**src/rtl/key_event_fifo_pkg.sv**
```systemverilog
// ============================================================================
// Module  : key_pkg
// Brief   : Shared constants and interrupt FSM state encoding for key_event_fifo.
// Revision: 1.0
// ============================================================================
`default_nettype none

package key_pkg;
    localparam int KEY_ENTRY_W   = 9;
    localparam int KEY_VALID_BIT = 63;

    typedef enum logic [1:0] {
        IDLE = 2'd0,
        REQ  = 2'd1,
        WAIT = 2'd2
    } irq_state_t;
endpackage

`default_nettype wire

```
**src/rtl/key_event_fifo_sync_fifo.sv**
```systemverilog
// ============================================================================
// Module  : sync_fifo
// Brief   : Single-clock FIFO with registered read; a pop on a full FIFO frees
//           the slot for a same-cycle push.
// Revision: 1.0
// ============================================================================
`default_nettype none

module sync_fifo #(
    parameter int WIDTH = 9,
    parameter int DEPTH = 8,
    localparam int AW   = $clog2(DEPTH),
    localparam int CW   = AW + 1
) (
    input  logic             clk,
    input  logic             reset,
    input  logic             push,
    input  logic             pop,
    input  logic [WIDTH-1:0] din,
    output logic [WIDTH-1:0] dout,
    output logic             dout_valid,
    output logic             full,
    output logic             empty,
    output logic [CW-1:0]    count
);

    logic [WIDTH-1:0] mem [DEPTH];
    logic [AW-1:0]    wr_ptr;
    logic [AW-1:0]    rd_ptr;
    logic             do_push;
    logic             do_pop;

    assign full    = (count == CW'(DEPTH));
    assign empty   = (count == '0);
    assign do_pop  = pop && !empty;
    assign do_push = push && (!full || do_pop);

    always_ff @(posedge clk) begin
        if (do_push) begin
            mem[wr_ptr] <= din;
        end
    end

    // A pop on an empty FIFO clears the read register so the reader sees "no event".
    always_ff @(posedge clk or posedge reset) begin
        if (reset) begin
            wr_ptr     <= '0;
            rd_ptr     <= '0;
            count      <= '0;
            dout       <= '0;
            dout_valid <= 1'b0;
        end else begin
            if (do_push) begin
                wr_ptr <= wr_ptr + 1'b1;
            end
            if (pop) begin
                if (do_pop) begin
                    dout       <= mem[rd_ptr];
                    dout_valid <= 1'b1;
                    rd_ptr     <= rd_ptr + 1'b1;
                end else begin
                    dout       <= '0;
                    dout_valid <= 1'b0;
                end
            end
            count <= count + CW'(do_push) - CW'(do_pop);
        end
    end

endmodule

`default_nettype wire

```
**src/rtl/key_event_fifo.sv**
```systemverilog
// ============================================================================
// Module  : key_event_fifo
// Brief   : Queues PS/2 key events for bus reads and raises an interrupt until
//           acknowledged. Optional release events via KEY_RELEASE_EVENT_EN.
// Revision: 1.0
// ============================================================================
`default_nettype none

module key_event_fifo #(
    parameter int         DEPTH  = 8,
    parameter logic [3:0] VECTOR = 4'd1
) (
    input  logic                     clk,
    input  logic                     reset,
    input  logic [7:0]               ascii_code,
    input  logic                     key_pressed,
    input  logic                     key_released,
    input  logic                     rd_en,
    output logic [63:0]              rd_data,
    output logic [3:0]               interrupt_vector,
    input  logic                     interrupt_ack,
    output logic [$clog2(DEPTH):0]   count,
    output logic                     overflow
);
    import key_pkg::*;

    logic                   press_d;
    logic                   rd_d;
    logic                   press_req;
    logic                   pop_req;
    logic                   push_req;
    logic [KEY_ENTRY_W-1:0] push_data;
    logic                   drop_release;
    logic [KEY_ENTRY_W-1:0] head;
    logic                   head_valid;
    logic                   fifo_full;
    logic                   fifo_empty;
    irq_state_t             irq_state;

    assign press_req = key_pressed && !press_d && (ascii_code != 8'd0);
    assign pop_req   = rd_en && !rd_d;

`ifdef KEY_RELEASE_EVENT_EN
    logic       release_d;
    logic [7:0] last_ascii;
    logic       release_req;

    assign release_req  = key_released && !release_d;
    assign push_req     = press_req || release_req;
    assign push_data    = press_req ? {1'b0, ascii_code} : {1'b1, last_ascii};
    // Only one entry can be written per cycle; the press wins.
    assign drop_release = press_req && release_req;

    always_ff @(posedge clk or posedge reset) begin
        if (reset) begin
            release_d  <= 1'b0;
            last_ascii <= 8'd0;
        end else begin
            release_d <= key_released;
            if (press_req) begin
                last_ascii <= ascii_code;
            end
        end
    end
`else
    logic unused_release;

    assign unused_release = key_released;
    assign push_req       = press_req;
    assign push_data      = {1'b0, ascii_code};
    assign drop_release   = 1'b0;
`endif

    always_ff @(posedge clk or posedge reset) begin
        if (reset) begin
            press_d  <= 1'b0;
            rd_d     <= 1'b0;
            overflow <= 1'b0;
        end else begin
            press_d <= key_pressed;
            rd_d    <= rd_en;
            if ((push_req && fifo_full && !pop_req) || drop_release) begin
                overflow <= 1'b1;
            end
        end
    end

    sync_fifo #(
        .WIDTH (KEY_ENTRY_W),
        .DEPTH (DEPTH)
    ) u_fifo (
        .clk        (clk),
        .reset      (reset),
        .push       (push_req),
        .pop        (pop_req),
        .din        (push_data),
        .dout       (head),
        .dout_valid (head_valid),
        .full       (fifo_full),
        .empty      (fifo_empty),
        .count      (count)
    );

    always_comb begin
        rd_data                  = '0;
        rd_data[KEY_ENTRY_W-1:0] = head;
        rd_data[KEY_VALID_BIT]   = head_valid;
    end

    // Once acknowledged, the request stays down until the queue has fully drained.
    always_ff @(posedge clk or posedge reset) begin
        if (reset) begin
            irq_state        <= IDLE;
            interrupt_vector <= 4'd0;
        end else begin
            case (irq_state)
                IDLE: begin
                    if (!fifo_empty) begin
                        irq_state        <= REQ;
                        interrupt_vector <= VECTOR;
                    end
                end
                REQ: begin
                    if (interrupt_ack) begin
                        irq_state        <= WAIT;
                        interrupt_vector <= 4'd0;
                    end
                end
                WAIT: begin
                    if (fifo_empty) begin
                        irq_state <= IDLE;
                    end
                end
                default: begin
                    irq_state        <= IDLE;
                    interrupt_vector <= 4'd0;
                end
            endcase
        end
    end

endmodule

`default_nettype wire

```
**config.mk**
```make
export PLATFORM = sky130hd
export DESIGN_NAME = key_event_fifo
export DESIGN_NICKNAME = d
export VERILOG_FILES = /design/src/rtl/key_event_fifo_pkg.sv /design/src/rtl/key_event_fifo_sync_fifo.sv /design/src/rtl/key_event_fifo.sv
export SDC_FILE = /design/constraint.sdc
export NUM_CORES = 1
export LEC_CHECK = 0
export ABC_AREA = 1
export BUFFER_PORTS_ARGS = -buffer_cell sky130_fd_sc_hd__buf_2
export CORE_UTILIZATION = 48
export CTS_BUF_LIST = sky130_fd_sc_hd__clkbuf_4 sky130_fd_sc_hd__clkbuf_8
export DETAILED_ROUTE_END_ITERATION = 6
export MAX_ROUTING_LAYER = met4
export PLACE_DENSITY_LB_ADDON = 0.2
export SLEW_MARGIN = 15
export SYNTH_ARGS = -nofsm -noshare
export SYNTH_HDL_FRONTEND = slang
export SYNTH_SLANG_ARGS = --single-unit
```
**constraint.sdc**
```tcl
create_clock -name clk -period 2.5 [get_ports clk]
set_input_delay 0.5 -clock clk [delete_from_list [all_inputs] [get_ports clk]]
set_output_delay 0.5 -clock clk [all_outputs]
set_load 0.02 [all_outputs]
```
==> results.toml <==
[floorplan]
core-area_um2 = 8850
design.die.area_um2 = 9650
io_pins = 87
start_util = 0.502
die_h_um = 98.2
die_w_um = 98.2
rows = 34

[synth]
synth_area_per_cell_um2 = 9.85
ys_seq_area_frac = 0.573
synth_compound_area_frac = 0.00676
synth_xor_area_frac = 0.00986
synth_cell_type_count = 26
yosysTopAreaCellShare = 0.433
synthAdderAreaFrac = 0.0270
yosysWarnings = 0
synth_edf_count = 64
yosys.area_share.simple = 0.193
synth_area_leader_cell = "edfxtp_1"
synthArstFlopShare = 0.281
synth_top_family_by_area = "simple AND/OR/NAND/NOR gates"
synth_cells = 451
muxShareOfSynthArea = 0
ys_seq_elements = 89
synthTopCellsByArea = "edfxtp_1 43%, dfrtp_1 14%, buf_4 10%, nand2_1 9.9%, nand3_1 6.4%"
synth_area_um2 = 4440
synth_ff_type = "edfxtp_1"

[timing]
max-slew-margin-rel = 0.654
fmax_ghz = 0.477
drv_slew = 0
fin_crit_sh = 0.839
rsz0062_at_grt = "no"
hold_viol = 0
fin_skew_ps = 9.18
tns_ps = 0
worst-slew-pin-transition_ps = 519
setup_viol = 0
whs_ps = 187
fin_crit_ps = 2100

[clock_network]
cts_buffers = 9
cts_setup_buffers = 0
cts-resized-gates = 0
ctsHoldBuffers = 0
cts_max_path_buffers = 2
path_clk_slew_ps = 80
htree_levels = 3
cts_root_buf = "clkbuf_8"
cts_tree = "yes"
clock_latency_ps = 350
clock-sinks = 89

[pwr]
power.leakage_nw = 2.23
finalPower_mw = 4.52
cellPowerDensity_nw_per_um2 = 977
ir_drop_v = 0.000403

[route]
drcViolationCount = 11
wl_per_cell_um = 13.3
wirelength_mm = 7.99
vias = 2756
drtPass1Iterations = 7
vias_per_cell = 4.59
drt-initial-drc-count = 187
ant_nets = 0

[finish]
area_delta_synth_final_pct = 4.17
fin_cells = 600
fillerInstances = 760
layout.nets = 510
drive_gt1_frac = 0.132
fin_area_um2 = 4630
diodes = 0

[critical_path]
crit_path_start_kind = "register"
crit_fanout = 4
criticalPathCategory = "register to register"
worst_path_most_repeated_cell = "inv_1"
cp_num_buf_inv = 5
crit_family = "adder cells"
crit_path_end_kind = "register"
slowest_stage = "fa_1"
cp.arrival_ps = 2350
max_stage_delay_ps = 480
path_cells = "inv_1 -> ha_1 -> nand3_2 -> nand2_4 -> inv_2 -> ha_1 -> inv_1 -> ha_1 -> inv_1 -> fa_1 -> inv_1"
crit_required_ps = 2760

[place]
dp_cells = 584
placed_area_um2 = 4470
dp.final_hpwl_mm = 5.23
place_congestion = 0.793
port_buffers = 27

[status]
violations = "DRC"
status = "finished, violations left"

[global_route]
grt_pass1_wl_mm = 12.9
track_usage = 0.187
antenna_found_initial = 0
grt-ovfl-total = 0
grt_max_degree = 34
grt_pass1_vias = 2650

[job]
maxCapViolations = 0

[worst_hold_path]
worstHoldPathType = "input pin to asynchronous set/reset pin"
-- per-layer routing --
metal | global-route usage | wire [um]
met5 | - | 0
met3 | 0.0458 | 585
met1 | 0.232 | 3460
met4 | 0.0873 | 131
met2 | 0.289 | 3810
-- flip-flops by register name, summed over array words and instances, names as in the netlist, 2 cells and up --
register	count
u_fifo.rd_ptr	3
irq_state	2
u_fifo.mem	64
u_fifo.dout	8
u_fifo.wr_ptr	3
u_fifo.count	4
-- synthesized netlist by cell type, types with 2 or more instances --
cell	instances
buf_4	61
buf_6	7
inv_1	66
clkinv_1	2
nor2_2	2
edfxtp_1	64
nand3_1	57
nand2_4	3
a21oi_1	2
nand2_1	117
nor2_1	14
nand3_2	2
inv_6	2
o21ai_0	3
xnor2_1	2
dfrtp_1	25
ha_1	8
xor2_1	3
inv_2	3
buf_2	2
-- stage by stage --
| stage | setup slack, ps | util |
|---|---|---|
| after detailed placement | 298 | 0.505 |
| final | 402 | 0.523 |
| after floorplan | 303 | - |
| after global placement | 329 | 0.505 |
| after global routing | 231 | 0.523 |
| after CTS | 384 | 0.523 |
-- path summary, 6_finish.rpt --
path,from,endpoint,slack [ps],depth (start not counted)
max,u_fifo.count[2],u_fifo.count[1],400,11
min,reset,rd_d,190,3
max reg2reg,u_fifo.count[2],u_fifo.count[1],400,11
min reg2reg,u_fifo.dout[7],u_fifo.dout[7],480,2
max in group asynchronous,reset,u_fifo.rd_ptr[0],2060,3
min in group clk,key_pressed,press_d,260,1
-- layout make-up --
| cell class | count | area [um2] | area share |
|---|---|---|---|
| Clock buffer | 9 | 124 | 0.0268 |
| Clock inverter | 7 | 37.5 | 0.00811 |
| Inverter | 73 | 284 | 0.0614 |
| Multi-Input combinational cell | 274 | 1270 | 0.274 |
| Sequential cell | 89 | 2550 | 0.550 |
| Tap cell | 108 | 135 | 0.0292 |
| Timing Repair Buffer | 40 | 233 | 0.0503 |
-- power by group --
part	internal [mW]	switching, mW
clock network	0.348	0.480
registers	1.83	0.237
logic	0.551	1.08
total	2.73	1.80
-- worst min-delay path, stage by stage --
cell,delay [ps]
buf_2,90
inv_1,40
buf_4,310
-- kinds of logic (layout without fill, tap and decap cells) --
kind of cell	Yosys count	after routing
and+or+nand+nor	196	196
AOI/OAI and AO/OA	6	6
adders and majority gates	9	9
buffers and inverters	145	129
other	1	58
DFF	89	89
xor gates and xnor gates	5	5
-- cell usage in the layout, fill, tap and decap left out, types with 8 or more instances in the layout --
master,synthesis,routed
inv_1,66,66
edfxtp_1,64,64
buf_2,2,27
dfrtp_1,25,25
conb_1,1,58
buf_4,61,13
ha_1,8,8
nand2_1,117,117
nor2_1,14,14
clkbuf_8,0,9
nand3_1,57,57
Note: power is estimated with default switching activity, not from simulation.
